[src/rtl/if_id_skid_reg_pkg.sv]
// Shared definitions for the IF->ID skid register: control levels, NOP default
// and the 2-entry skid buffer state encoding.
package if_id_skid_reg_pkg;

    localparam logic        ENABLE           = 1'b1;
    localparam logic        DISABLE          = 1'b0;
    localparam logic [31:0] ZERO             = 32'h0000_0000;
    localparam logic [31:0] NOP_INST_DEFAULT = 32'h0000_0000;

    typedef enum logic [1:0] {
        ST_EMPTY = 2'd0,
        ST_ONE   = 2'd1,
        ST_FULL  = 2'd2
    } skid_state_t;

    // State encoding doubles as the entry count.
    function automatic logic [1:0] occupancy(input skid_state_t s);
        return logic'(1'b0) ? 2'd0 : s;
    endfunction

endpackage

[src/rtl/if_id_skid_reg_skid_buf.sv]
// Generic WIDTH-bit 2-entry skid buffer with flush. The main register drives the
// output; the skid register absorbs one entry while the consumer stalls.
module skid_buf_2e
    import if_id_skid_reg_pkg::*;
#(
    parameter int unsigned WIDTH = 64
) (
    input  logic             clk,
    input  logic             rst_n,
    input  logic             flush,
    input  logic             up_valid,
    output logic             up_ready,
    input  logic [WIDTH-1:0] up_data,
    output logic             dn_valid,
    input  logic             dn_ready,
    output logic [WIDTH-1:0] dn_data,
    output skid_state_t      state
);

    skid_state_t      state_nxt;
    logic [WIDTH-1:0] main_data;
    logic [WIDTH-1:0] skid_data;
    logic             up_xfer;
    logic             dn_xfer;
    logic             load_main_up;
    logic             load_main_skid;
    logic             load_skid;

    // Both handshake flags decode only the registered state, so dn_ready never
    // reaches up_ready combinationally.
    assign up_ready = (state != ST_FULL);
    assign dn_valid = (state != ST_EMPTY);
    assign dn_data  = main_data;
    assign up_xfer  = up_valid & up_ready;
    assign dn_xfer  = dn_valid & dn_ready;

    always_ff @(posedge clk or negedge rst_n) begin
        if (!rst_n) begin
            state <= ST_EMPTY;
        end else begin
            state <= state_nxt;
        end
    end

    always_comb begin
        state_nxt      = state;
        load_main_up   = DISABLE;
        load_main_skid = DISABLE;
        load_skid      = DISABLE;
        if (flush) begin
            state_nxt = ST_EMPTY;
        end else begin
            unique case (state)
                ST_EMPTY: begin
                    if (up_xfer) begin
                        state_nxt    = ST_ONE;
                        load_main_up = ENABLE;
                    end
                end
                ST_ONE: begin
                    if (up_xfer && dn_xfer) begin
                        load_main_up = ENABLE;
                    end else if (up_xfer) begin
                        state_nxt = ST_FULL;
                        load_skid = ENABLE;
                    end else if (dn_xfer) begin
                        state_nxt = ST_EMPTY;
                    end
                end
                ST_FULL: begin
                    if (dn_xfer) begin
                        state_nxt      = ST_ONE;
                        load_main_skid = ENABLE;
                    end
                end
                default: state_nxt = ST_EMPTY;
            endcase
        end
    end

    always_ff @(posedge clk or negedge rst_n) begin
        if (!rst_n) begin
            main_data <= '0;
            skid_data <= '0;
        end else begin
            if (load_main_up) begin
                main_data <= up_data;
            end else if (load_main_skid) begin
                main_data <= skid_data;
            end
            if (load_skid) begin
                skid_data <= up_data;
            end
        end
    end

endmodule

[src/rtl/if_id_skid_reg.sv]
// IF->ID pipeline register with valid/ready handshake, flush and a 2-entry skid
// buffer; bubbles present NOP_INST to the decoder.
module if_id_skid_reg
    import if_id_skid_reg_pkg::*;
#(
    parameter int unsigned     PC_W     = 32,
    parameter int unsigned     INST_W   = 32,
    parameter logic [INST_W-1:0] NOP_INST = INST_W'(NOP_INST_DEFAULT)
) (
    input  logic              clk_i,
    input  logic              rst_n_i,
    input  logic              flush_i,
    input  logic              up_valid_i,
    output logic              up_ready_o,
    input  logic [PC_W-1:0]   up_pc_i,
    input  logic [INST_W-1:0] up_inst_i,
    output logic              dn_valid_o,
    input  logic              dn_ready_i,
    output logic [PC_W-1:0]   dn_pc_o,
    output logic [INST_W-1:0] dn_inst_o,
    output logic [1:0]        occ_o
);

    localparam int unsigned WIDTH = PC_W + INST_W;

    logic [WIDTH-1:0] dn_data;
    skid_state_t      state;

    skid_buf_2e #(
        .WIDTH(WIDTH)
    ) u_skid (
        .clk      (clk_i),
        .rst_n    (rst_n_i),
        .flush    (flush_i),
        .up_valid (up_valid_i),
        .up_ready (up_ready_o),
        .up_data  ({up_pc_i, up_inst_i}),
        .dn_valid (dn_valid_o),
        .dn_ready (dn_ready_i),
        .dn_data  (dn_data),
        .state    (state)
    );

    assign dn_pc_o   = dn_data[WIDTH-1:INST_W];
    assign dn_inst_o = dn_valid_o ? dn_data[INST_W-1:0] : NOP_INST;
    assign occ_o     = occupancy(state);

endmodule
[config.mk]
export PLATFORM = sky130hd
export DESIGN_NAME = if_id_skid_reg
export DESIGN_NICKNAME = d
export VERILOG_FILES = /design/src/rtl/if_id_skid_reg_pkg.sv /design/src/rtl/if_id_skid_reg_skid_buf.sv /design/src/rtl/if_id_skid_reg.sv
export SDC_FILE = /design/constraint.sdc
export NUM_CORES = 1
export LEC_CHECK = 0
export CORE_MARGIN = 2
export CORE_UTILIZATION = 40
export DETAILED_ROUTE_END_ITERATION = 10
export PLACE_DENSITY = 0.66
export SETUP_SLACK_MARGIN = 0.02
export SLEW_MARGIN = 25
export SYNTH_ARGS = -nofsm -noshare
export SYNTH_HDL_FRONTEND = slang
export SYNTH_SLANG_ARGS = --single-unit
[constraint.sdc]
create_clock -name clk_i -period 1.9 [get_ports clk_i]
set_clock_uncertainty 0.05 [all_clocks]
set_input_delay 0.285 -clock clk_i [delete_from_list [all_inputs] [get_ports clk_i]]
set_output_delay 0.285 -clock clk_i [all_outputs]
set_load 0.1 [all_outputs]
# Word level (Yosys, flattened, before mapping)

Cells that the tools add are included.

Register bits after elaboration: 130
Logic and storage cells: 37
Input bits: 69
Output and inout port bits: 68

Muxes and demuxes: 20
Eq/ne operators: 7
Bitwise operators: 2
Reduce and logical (&&, ||, !) cells: 5

Operators with widths:

| kind                                                 | number |
|---|---|
| two-way mux 64 bit                                   | 2 |
| two-way mux 32 bit                                   | 1 |
| two-way mux 2 bit                                    | 6 |
| two-way mux 1 bit                                    | 9 |
| != test 3 x 2 -> 1 bit (second input constant)       | 2 |
| case mux 2 bit (3 select lines)                      | 1 |
| != test 4 x 2 -> 1 bit (second input constant)       | 1 |
| AND reduction 4 bit                                  | 1 |
| nonzero test 2 bit                                   | 2 |
| != test 3 bit (second input constant)                | 1 |
| bitwise AND 1 bit                                    | 2 |
| equality test 2 x 1 -> 1 bit (second input constant) | 1 |
| equality test 2 bit (second input constant)          | 1 |
| logical NOT 2 bit                                    | 1 |
| != test 2 bit (second input constant)                | 1 |
| case mux 1 bit (2 select lines)                      | 1 |
| logical AND 1 bit                                    | 1 |

# Logic depth before layout (Yosys ltp)

Word-level depth: 7
Mapped depth: 5
Mapped depth without buffers: 3

# Hierarchy

From an unflattened synthesis, not the netlist that was laid out.

Cell total of the unflattened synthesis: 399
Area total of the unflattened synthesis: 5571.6 um2

By module, submodules not included:

| module         | seq. area each (um2) | area each (um2) | cells each | times used |
|---|---|---|---|---|
| skid_buf_2e    | 3253.1               | 5316.3          | 364        | 1 |
| if_id_skid_reg | 0.0                  | 255.2           | 35         | 1 |

# Least setup slack after synthesis

OpenSTA, ideal clock, no wires.

Kind: register to output
From: reg u_skid.state[1]
To: out dn_inst_o[10]
Buffers on the path: 1
Setup slack: -1309 ps
Data required time: 1565 ps
Arrival: 2874 ps
Stages on the path, launching flop included: 4
Cell sequence: dfrtp_1 nor2_1 clkbuf_1 nor2b_1

Word-level cells in the longest chain between the ends: 2

RTL lines:

| item                   | RTL line                      | text |
|---|---|---|
| start, declared        | if_id_skid_reg_skid_buf.sv:17 | `output skid_state_t state` |
| start signal, assigned | if_id_skid_reg_skid_buf.sv:41 | `state <= state_nxt;` |
| nonzero test 2 bit     | if_id_skid_reg_skid_buf.sv:32 | `assign dn_valid = (state != ST_EMPTY);` |
| two-way mux 32 bit     | if_id_skid_reg.sv:45          | `assign dn_inst_o = dn_valid_o ? dn_data[INST_W-1:0] : NOP_INST;` |
| end, declared          | if_id_skid_reg.sv:20          | `output logic [INST_W-1:0] dn_inst_o,` |

No other way between the ends.

# Worst setup path in the final report

From: reg u_skid.state[0]
To: out dn_inst_o[23]

The elaborated chain is that of the path after synthesis.

==> flow_summary_export.csv <==
group,metric,value,unit
setup_path,cp_common_cell,"buf_12",
layout,seq_area,3260,um^2
setup_path,critPathSlowestCell,"dfrtp_4",
sta,clock.fmax,0.516,GHz
setup_path,cp-start-kind,"flip-flop",
yosys,syn_inst,432,
drt,route.met2.wl,6.53,mm
run,drv_cap,0,
drt,wl_met1,6.55,mm
floorplanning,die_x,126,um
place,place_congestion,0.723,
sta,finalMaxSlewViolations,0,
power,p_sw_share,34.6,%
yosys,synth-edff-count,0,
yosys,synth_compound_area_share,11.4,%
setup_path,crit_arrival,1.60,ns
yosys,yosysSeqAreaShare,54.8,%
power,p_leak,3.88,nW
layout,multi_input_area,2440,um^2
sta,rsz0062_at_grt,"true",
drt,drc,0,
setup_path,crit_path_cell_trace,"nor2_4 -> buf_12 -> clkbuf_16 -> nor2b_4 -> buf_12",
yosys,netlist_area,5940,um^2
place,pre_cts_slack,-0.120,ns
clock_network,cts_buffers,17,
grt,grt_pass1_wl,22.6,mm
yosys,synthSimpleGateAreaFrac,11.7,%
layout,nets,629,
outcome,status,"finished with violations",
sta,tightest_slew,0.369,ns
power,p_int,0.00704,W
clock_network,h-tree-depth,4,
yosys,ys_seq_elements,130,
setup_path,cp_slowest_stage_delay,0.49,ns
layout,nFillCells,1165,
power,seqPwrFrac,35.5,%
floorplanning,die_h,126,um
yosys,synth_mux_area_share,13.9,%
yosys,async_flop_share,100,%
place,place_inst,713,
drt,wl_per_cell,18.4,um
floorplanning,start_util,40.9,%
drt,via_per_inst,5.27,
floorplanning,rows,44,
power,ir_drop,0.677,mV
layout,drive_above_1_share,41.9,%
yosys,synth_top_area_cell,"dfrtp_1",
yosys,synth_fa_ha_area_share,0,%
yosys,syn_area_per_cell,13.7,um^2
power,clkPwrFrac,30.6,%
clock_network,clock-sinks,130,
clock_network,clock_path_buffers,2,
clock_network,clk_pin_slew,0.06,ns
yosys,synthesis.nets,501,
setup_path,endpoint_kind,"output pin",
drt,drtAntennaViolNets,0,
floorplanning,ios,137,
yosys,synth_top_family_by_area,"multiplexers",
clock_network,cts_tree,"yes",
place,io_buffer_count,136,
setup_path,worstRegToRegCells,5,
drt,num_vias,3989,
floorplanning,core_area,14500,um^2
setup_path,critPathKind,"flip-flop to output pin",
grt,antenna_found_initial,0,
yosys,yosysTopAreaCellShare,54.8,%
drt,route.met3.wl,762,um
drt,drt_iter0_drc,212,
yosys,yosys.area_share.xor_xnor,0,%
grt,grt-ovfl-total,0,
power,total_power,0.0108,W
power,p_comb_share,33.9,%
sta,worst_slack,-0.0362,ns
yosys,ys.flop_type,"dfrtp_1",
sta,fin_hold_ws,0.242,ns
sta,finalSetupViolCount,29,
outcome,violations,"setup timing",
sta,finalCriticalPeriod,1.94,ns
drt,finalWirelength,13.9,mm
clock_network,clk_latency,0.41,ns
grt,grt_util_all_layers,18.0,%
grt,grt_max_degree,55,
setup_path,required,1.56,ns
layout,syn2layout_area_growth,47.0,%
yosys,ys_warn_count,0,
drt,highest_layer,"met4",
yosys,synthTopCellsByArea,"dfrtp_1 55%, a221o_1 11%, mux2_2 7.4%, and2_0 6.5%, mux2_4 6.3%",
power,power_density,1230,nW/um^2
yosys,synth_most_common_cell,"dfrtp_1",
floorplanning,dieArea,15800,um^2
power,p_switching,0.00373,W
drt,firstDrtPassIters,4,
hold_path,min_path_type,"primary input to async pin",
clock_network,cts_root_buf,"clkbuf_16",
place,dp_hpwl,8.91,mm
layout,diodes,0,
setup_path,cp_max_fo,9,
sta,finalSetupTns,-0.471,ns
yosys,synthDistinctLibCells,26,
grt,grt_pass1_vias,4263,
layout,finalNonFillerCells,757,
yosys,synth_common_cells,"130 x dfrtp_1, 64 x a221o_1, 62 x and2_0, 39 x mux2_2, 38 x buf_4",
sta,finalCritPeriodShare,102,%
sta,slew_headroom,75.4,%
sta,final-hold-violation-count,0,
-- stage by stage --
step / util, % / area (um^2)
global placement: 54.6 / 7930
detailed placement: 54.6 / 7930
CTS: 59.6 / 8670
floorplan: - / 6200
finish: 60.1 / 8730
global route: 60.1 / 8730
-- cell families (layout without fill, tap and decap cells) --
family | after synthesis | in the layout
flops | 130 | 130
compound gates | 68 | 68
buf+inv | 62 | 203
simple gates | 107 | 107
mux | 65 | 65
-- power by group through the flow --
stage	sequential [W]	clock, W	combinational (W)
floorplan	0.00375	0	0.00275
global placement	0.00382	0	0.00351
detailed placement	0.00385	0	0.00357
CTS	0.00382	0.00337	0.00365
global route	0.00390	0.00350	0.00379
finish	0.00383	0.00330	0.00365
-- worst max-delay path: cells and delay by family, from the launching register on --
kind	cells	cell delay [ns]
buf+inv	3	0.52
flops	1	0.49
simple gates	2	0.18
-- timing repair --
action / CTS / global route
pin swaps: 1 / 3
gates cloned: 1 / 2
hold buffers: 1 / 0
resized for setup: 6 / 0
hold endpoints to repair: 48 / 0
setup buffers: 7 / 2
setup endpoints to repair: 33 / 55
-- layer usage --
layer | vias to the layer above | track usage [%]
met4 | 0 | 4.65
met3 | 4 | 5.27
met1 | 2069 | 25.4
met5 | - | 0
met2 | 129 | 27.4
li1 | 1787 | -
-- layout by cell type, fill, tap and decap left out, types with 2 or more instances in the layout --
cell type	instances
nor2b_4	30
clkdlybuf4s50_1	67
clkbuf_8	4
dfrtp_1	128
mux2_2	39
buf_16	3
a221o_1	64
clkbuf_16	19
and2_1	2
clkinv_4	5
bufinv_16	2
buf_4	45
and2_0	62
nor2b_1	2
buf_12	51
nor2b_2	2
clkinvlp_4	4
dfrtp_4	2
mux2_4	25
-- sequential cells by signal, indices dropped and copies added, names as in the netlist --
| name | flops |
|---|---|
| u_skid.dn_data | 64 |
| u_skid.skid_data | 64 |
| u_skid.state | 2 |
-- worst paths after layout --
| path | startpoint | end | slack [ns] |
|---|---|---|---|
| setup / recovery | u_skid.state[0] | dn_inst_o[23] | -0.04 |
| hold / removal | rst_n_i | u_skid.dn_data[40] | 0.24 |
| setup reg to reg | u_skid.state[1] | u_skid.skid_data[44] | 0.06 |
| hold reg to reg | u_skid.skid_data[50] | u_skid.skid_data[50] | 0.45 |
| max in group asynchronous | rst_n_i | u_skid.skid_data[62] | 0.90 |
| min in group clk_i | u_skid.skid_data[50] | u_skid.skid_data[50] | 0.45 |
-- layout make-up --
| cell class | instances | share of cell area [%] |
|---|---|---|
| multi-input cells | 240 | 27.9 |
| well taps | 184 | 2.64 |
| inverters | 1 | 0.0860 |
| repair buffers | 170 | 25.0 |
| flip-flops and latches | 130 | 37.3 |
| clock buffers | 22 | 5.55 |
| clock inverters | 10 | 1.45 |
Power figures use the tool's default switching activity.
